===== src/rtl/ibfu_dif.sv =====
// Radix-2 decimation-in-frequency butterfly, Q1.15 complex, three register stages
// with a single stall signal shared by every stage.
module ibfu_dif #(
   parameter int SCALE   = 0,
   parameter int INVERSE = 0
) (
   input  logic        clk,
   input  logic        rst_n,
   input  logic        in_valid,
   output logic        in_ready,
   input  logic [31:0] in_a,
   input  logic [31:0] in_b,
   input  logic [31:0] twiddle_factor,
   output logic        out_valid,
   input  logic        out_ready,
   output logic [31:0] out_a,
   output logic [31:0] out_b,
   output logic        overflow,
   input  logic        clear_ovf
);

   localparam int               K   = 15 + SCALE;
   localparam logic signed [34:0] RND = 35'sd1 <<< (K - 1);

   function automatic logic signed [16:0] sx17(input logic [15:0] x);
      return {x[15], x};
   endfunction

   function automatic logic signed [34:0] sx35(input logic signed [16:0] x);
      return {{18{x[16]}}, x};
   endfunction

   // bit 16 of the result flags that clipping occurred
   function automatic logic [16:0] sat16(input logic signed [34:0] x);
      if (x > 35'sd32767)
         return {1'b1, 16'h7FFF};
      else if (x < -35'sd32768)
         return {1'b1, 16'h8000};
      else
         return {1'b0, x[15:0]};
   endfunction

   logic adv;
   logic out_valid_q, ovf_q;
   logic [31:0] out_a_q, out_b_q;

   assign adv       = ~out_valid_q | out_ready;
   assign in_ready  = adv;
   assign out_valid = out_valid_q;
   assign out_a     = out_a_q;
   assign out_b     = out_b_q;
   assign overflow  = ovf_q;

   // stage 1: add/sub and twiddle capture
   logic signed [16:0] a_re, a_im, b_re, b_im, w_im_raw, w_im_c;
   assign a_re     = sx17(in_a[15:0]);
   assign a_im     = sx17(in_a[31:16]);
   assign b_re     = sx17(in_b[15:0]);
   assign b_im     = sx17(in_b[31:16]);
   assign w_im_raw = sx17(twiddle_factor[31:16]);
   assign w_im_c   = (INVERSE != 0) ? -w_im_raw : w_im_raw;

   logic               v1_q;
   logic signed [16:0] s_re_q, s_im_q, d_re_q, d_im_q, w_re_q, w_im_q;

   always_ff @(posedge clk or negedge rst_n) begin
      if (!rst_n) begin
         v1_q   <= 1'b0;
         s_re_q <= '0;
         s_im_q <= '0;
         d_re_q <= '0;
         d_im_q <= '0;
         w_re_q <= '0;
         w_im_q <= '0;
      end else if (adv) begin
         v1_q   <= in_valid;
         s_re_q <= a_re + b_re;
         s_im_q <= a_im + b_im;
         d_re_q <= a_re - b_re;
         d_im_q <= a_im - b_im;
         w_re_q <= sx17(twiddle_factor[15:0]);
         w_im_q <= w_im_c;
      end
   end

   // stage 2: full-precision complex multiply
   logic signed [34:0] p_re_d, p_im_d;
   assign p_re_d = sx35(d_re_q) * sx35(w_re_q) - sx35(d_im_q) * sx35(w_im_q);
   assign p_im_d = sx35(d_re_q) * sx35(w_im_q) + sx35(d_im_q) * sx35(w_re_q);

   logic               v2_q;
   logic signed [34:0] p_re_q, p_im_q;
   logic signed [16:0] s2_re_q, s2_im_q;

   always_ff @(posedge clk or negedge rst_n) begin
      if (!rst_n) begin
         v2_q    <= 1'b0;
         p_re_q  <= '0;
         p_im_q  <= '0;
         s2_re_q <= '0;
         s2_im_q <= '0;
      end else if (adv) begin
         v2_q    <= v1_q;
         p_re_q  <= p_re_d;
         p_im_q  <= p_im_d;
         s2_re_q <= s_re_q;
         s2_im_q <= s_im_q;
      end
   end

   // stage 3: round half up, scale, saturate
   logic signed [34:0] r_re, r_im, q_re, q_im;
   logic [16:0]        ya_re, ya_im, yb_re, yb_im;
   logic               sat_hit;

   assign r_re = (p_re_q + RND) >>> K;
   assign r_im = (p_im_q + RND) >>> K;
   assign q_re = (SCALE != 0) ? ((sx35(s2_re_q) + 35'sd1) >>> 1) : sx35(s2_re_q);
   assign q_im = (SCALE != 0) ? ((sx35(s2_im_q) + 35'sd1) >>> 1) : sx35(s2_im_q);

   assign ya_re   = sat16(q_re);
   assign ya_im   = sat16(q_im);
   assign yb_re   = sat16(r_re);
   assign yb_im   = sat16(r_im);
   assign sat_hit = v2_q & (ya_re[16] | ya_im[16] | yb_re[16] | yb_im[16]);

   always_ff @(posedge clk or negedge rst_n) begin
      if (!rst_n) begin
         out_valid_q <= 1'b0;
         out_a_q     <= '0;
         out_b_q     <= '0;
         ovf_q       <= 1'b0;
      end else begin
         if (adv) begin
            out_valid_q <= v2_q;
            if (v2_q) begin
               out_a_q <= {ya_im[15:0], ya_re[15:0]};
               out_b_q <= {yb_im[15:0], yb_re[15:0]};
            end
         end
         // a new saturation beats a simultaneous clear
         if (adv && sat_hit)
            ovf_q <= 1'b1;
         else if (clear_ovf)
            ovf_q <= 1'b0;
      end
   end

endmodule


===== config.mk =====
export PLATFORM = sky130hd
export DESIGN_NAME = ibfu_dif
export DESIGN_NICKNAME = d
export VERILOG_FILES = /design/src/rtl/ibfu_dif.sv
export SDC_FILE = /design/constraint.sdc
export NUM_CORES = 2
export LEC_CHECK = 0
export ABC_AREA = 1
export BUFFER_PORTS_ARGS = -buffer_cell sky130_fd_sc_hd__buf_4
export CAP_MARGIN = 10
export CORE_MARGIN = 2
export CORE_UTILIZATION = 40
export CTS_CLUSTER_DIAMETER = 200
export CTS_CLUSTER_SIZE = 20
export DETAILED_ROUTE_END_ITERATION = 7
export HOLD_SLACK_MARGIN = 0.06
export PLACE_DENSITY = 0.59
export SYNTH_ARGS = -nofsm -noshare
export SYNTH_HDL_FRONTEND = slang
export SYNTH_SLANG_ARGS = --single-unit

===== constraint.sdc =====
create_clock -name clk -period 20.8 [get_ports clk]
set_input_delay 3.12 -clock clk [delete_from_list [all_inputs] [get_ports clk]]
set_output_delay 3.12 -clock clk [all_outputs]
set_load 0.02 [all_outputs]

==> impl_metrics.toml <==
[run_status]
outcome = "finished clean"

[timing]
hold_violations = 0
fin_crit_ns = 7.94
tns_ns = 0
setup_ws_ns = 12.86
setup_viol = 0
fin_crit_sh_pct = 38.2
worst_pin_slew_ns = 1.07
max_clock_freq_ghz = 0.126
clock_skew_ns = 0.0324
slew_headroom_pct = 28.5
maxSlewViolCount = 0
rsz0062_at_grt = "false"

[finish]
layout_common_cells = "inv_1 (2145), nand2_1 (1800), fa_1 (1236)"
syn2layout_area_growth_pct = 5.89
drive_gt1_share_pct = 4.48
fillerInstances = 14400
layout.nets = 8846
layout_commonest_cell = "inv_1"
final_cells = 9031

[drt]
final_antenna_net_count = 0
route.detailed.drc = 0
dr.pass1.iters = 6
avgViaCountPerCell = 4.88
drtIter0Drc = 3002
wire_per_inst_um = 18.1
num_vias = 44100
wl_um = 164000

[clock_network]
postCtsResizedCells = 0
cts_buffer_depth = 3
clk_latency_ns = 0.55
numCtsBuffers = 15
clock-sinks = 240
htree_levels = 1
cts_tree = "built"
cts-root-buf = "clkbuf_16"
post-cts-setup-buffers = 0
hold_buffers = 0
clk_pin_slew_ns = 0.10

[critical_path]
crit_family = "adder cells"
cp-end-kind = "register"
critical_path_class = "register to register"
cp.arrival_ns = 8.37
critical_path.max_stage_delay_ns = 0.81
timing.critical_path.mode_cell = "fa_1"
required_ns = 21.23
critPathMaxFanout = 16
cp-start-kind = "register"
cp.buffers_inverters = 7
slowest_stage = "dfrtp_1"

[die]
start_util_pct = 40.4
ios = 168
die-area_um2 = 146000
fp-row-count = 138
die_h_um = 382
die_w_um = 382
core_um2 = 142000

[yosys]
synthCells = 7197
yosysWarnings = 0
ys_ff_latch = 240
synth_fp_nets = 8908
yosysUniqueCellTypes = 45
synth-seq-area-share_pct = 10.5
syn_area_um2 = 57200
synth_area_per_cell_um2 = 7.95

[grt]
grt_max_degree = 76
first_global_vias = 47200
grt_pass1_wl_um = 267000
antenna_found_initial = 1
track_usage_pct = 23.3
overflow = 0

[placement]
globalplace.congestion = 0.900
dp_hpwl_um = 128000
dp_slack_ns = 12.93
port_buffers = 167
post-place-cells = 9008

[job]
max-cap-violations = 0

[hold_path]
holdCritPathClass = "register to register"
registers in the layout, summed over array words and instances (netlist names):
name,flops
s2_im_q,17
d_re_q,17
p_re_q,20
s2_re_q,17
w_re_q,16
d_im_q,16
out_b,32
p_im_q,20
out_valid,1
w_im_q,16
s_re_q,16
v1_q,1
out_a,32
overflow,1
s_im_q,17
v2_q,1
final cells by class:
cell class	count	area (um^2)	area share [%]
antenna	1	2.50	0.00413
clock buffer	21	398	0.657
clock inverter	1	8.76	0.0145
inverter	2147	8060	13.3
multi-input combinational	4494	42000	69.2
sequential	240	6020	9.94
tap	1890	2360	3.90
timing repair buffer	237	1790	2.95
worst paths after layout:
check,start,to,slack (ns),cells past startpoint
setup / recovery,w_re_q[15],p_im_q[32],12.86,25
hold / removal,s2_im_q[9],s2_im_q[9],0.48,2
setup reg to reg,w_re_q[15],p_im_q[32],12.86,25
hold reg to reg,s2_im_q[9],s2_im_q[9],0.48,2
max in group asynchronous,rst_n,d_im_q[10],16.85,2
min in group asynchronous,rst_n,out_a[30],2.52,1
worst reg2reg max path, cell delays in order (launching register included):
cell and delay (ns):
dfrtp_1 0.81, inv_1 0.55, buf_4 0.37, or2_2 0.34
fa_1 0.53, fa_1 0.44, fa_1 0.51, inv_1 0.05
fa_1 0.47, inv_1 0.05, fa_1 0.48, inv_1 0.05
fa_1 0.48, inv_1 0.05, fa_1 0.46, fa_1 0.55
inv_1 0.06, ha_1 0.41, a21oi_1 0.24, o21bai_1 0.09
a21oi_1 0.18, o21ai_0 0.16, a21oi_1 0.22, nand3_1 0.11
nand3_1 0.10, nand2_1 0.06
through the flow:
step / cell area, um^2 / util (%) / hold WS (ns)
after floorplan: 57200 / - / 0.442
after global placement: 60200 / 42.5 / 0.453
after detailed placement: 60200 / 42.5 / 0.458
after CTS: 60600 / 42.7 / 0.482
after global routing: 60600 / 42.7 / 0.498
final: 60600 / 42.7 / 0.479
cells in the mapped netlist:
cell type / n / share of area [%]
nand3_1: 160 / 1.4
buf_2: 11 / 0.096
o21ai_1: 9 / 0.079
a21oi_1: 132 / 1.2
inv_1: 2145 / 14
a31oi_1: 37 / 0.40
xor2_1: 48 / 0.73
a31o_2: 1 / 0.015
nand3_2: 3 / 0.052
nor2_2: 7 / 0.077
o2111ai_1: 1 / 0.015
o21bai_1: 18 / 0.24
o22ai_1: 3 / 0.033
fa_1: 1236 / 43
dfrtp_1: 240 / 10
buf_12: 1 / 0.035
nand4_1: 30 / 0.33
nand2_4: 1 / 0.020
nor2_4: 1 / 0.020
nor3_1: 23 / 0.20
ha_1: 374 / 8.2
o21ai_0: 213 / 1.9
nor2_1: 271 / 1.8
a21boi_0: 8 / 0.10
nand2_2: 6 / 0.066
o31ai_1: 7 / 0.092
o211ai_1: 3 / 0.039
or2_0: 1 / 0.011
a21boi_1: 1 / 0.013
o21ai_4: 1 / 0.028
o21a_1: 7 / 0.092
clkbuf_2: 1 / 0.0087
nor3b_1: 1 / 0.013
inv_2: 2 / 0.013
nor4_1: 7 / 0.077
or2_2: 28 / 0.31
nand2_1: 1800 / 12
a21o_1: 15 / 0.20
nand3b_1: 12 / 0.16
a211oi_1: 1 / 0.013
buf_1: 6 / 0.039
a21boi_2: 1 / 0.020
clkbuf_1: 295 / 1.9
xnor2_1: 27 / 0.41
buf_6: 2 / 0.039
layer usage:
metal  global-route usage, %  part of all wire [%]
met1                    32.3                    43
met2                    39.0                    48
met3                    2.41                   6.3
met4                    5.90                   2.9
met5                       0                     0
cells by family (layout without fill, tap and decap cells):
kind of cell / Yosys count / count (layout) / share of synthesized area (%)
adders and majority gates: 1610 / 1610 / 51.4
DFF: 240 / 240 / 10.5
other: 0 / 1 / 0
xor gates and xnor gates: 75 / 75 / 1.15
and+or+nand+nor: 2351 / 2351 / 16.3
buffers and inverters: 2463 / 2406 / 16.2
AOI/OAI and AO/OA: 458 / 458 / 4.40
Power is left out: the tool's default activity adds up to more than one toggle a clock period on the data nets, which glitch-free logic cannot reach.
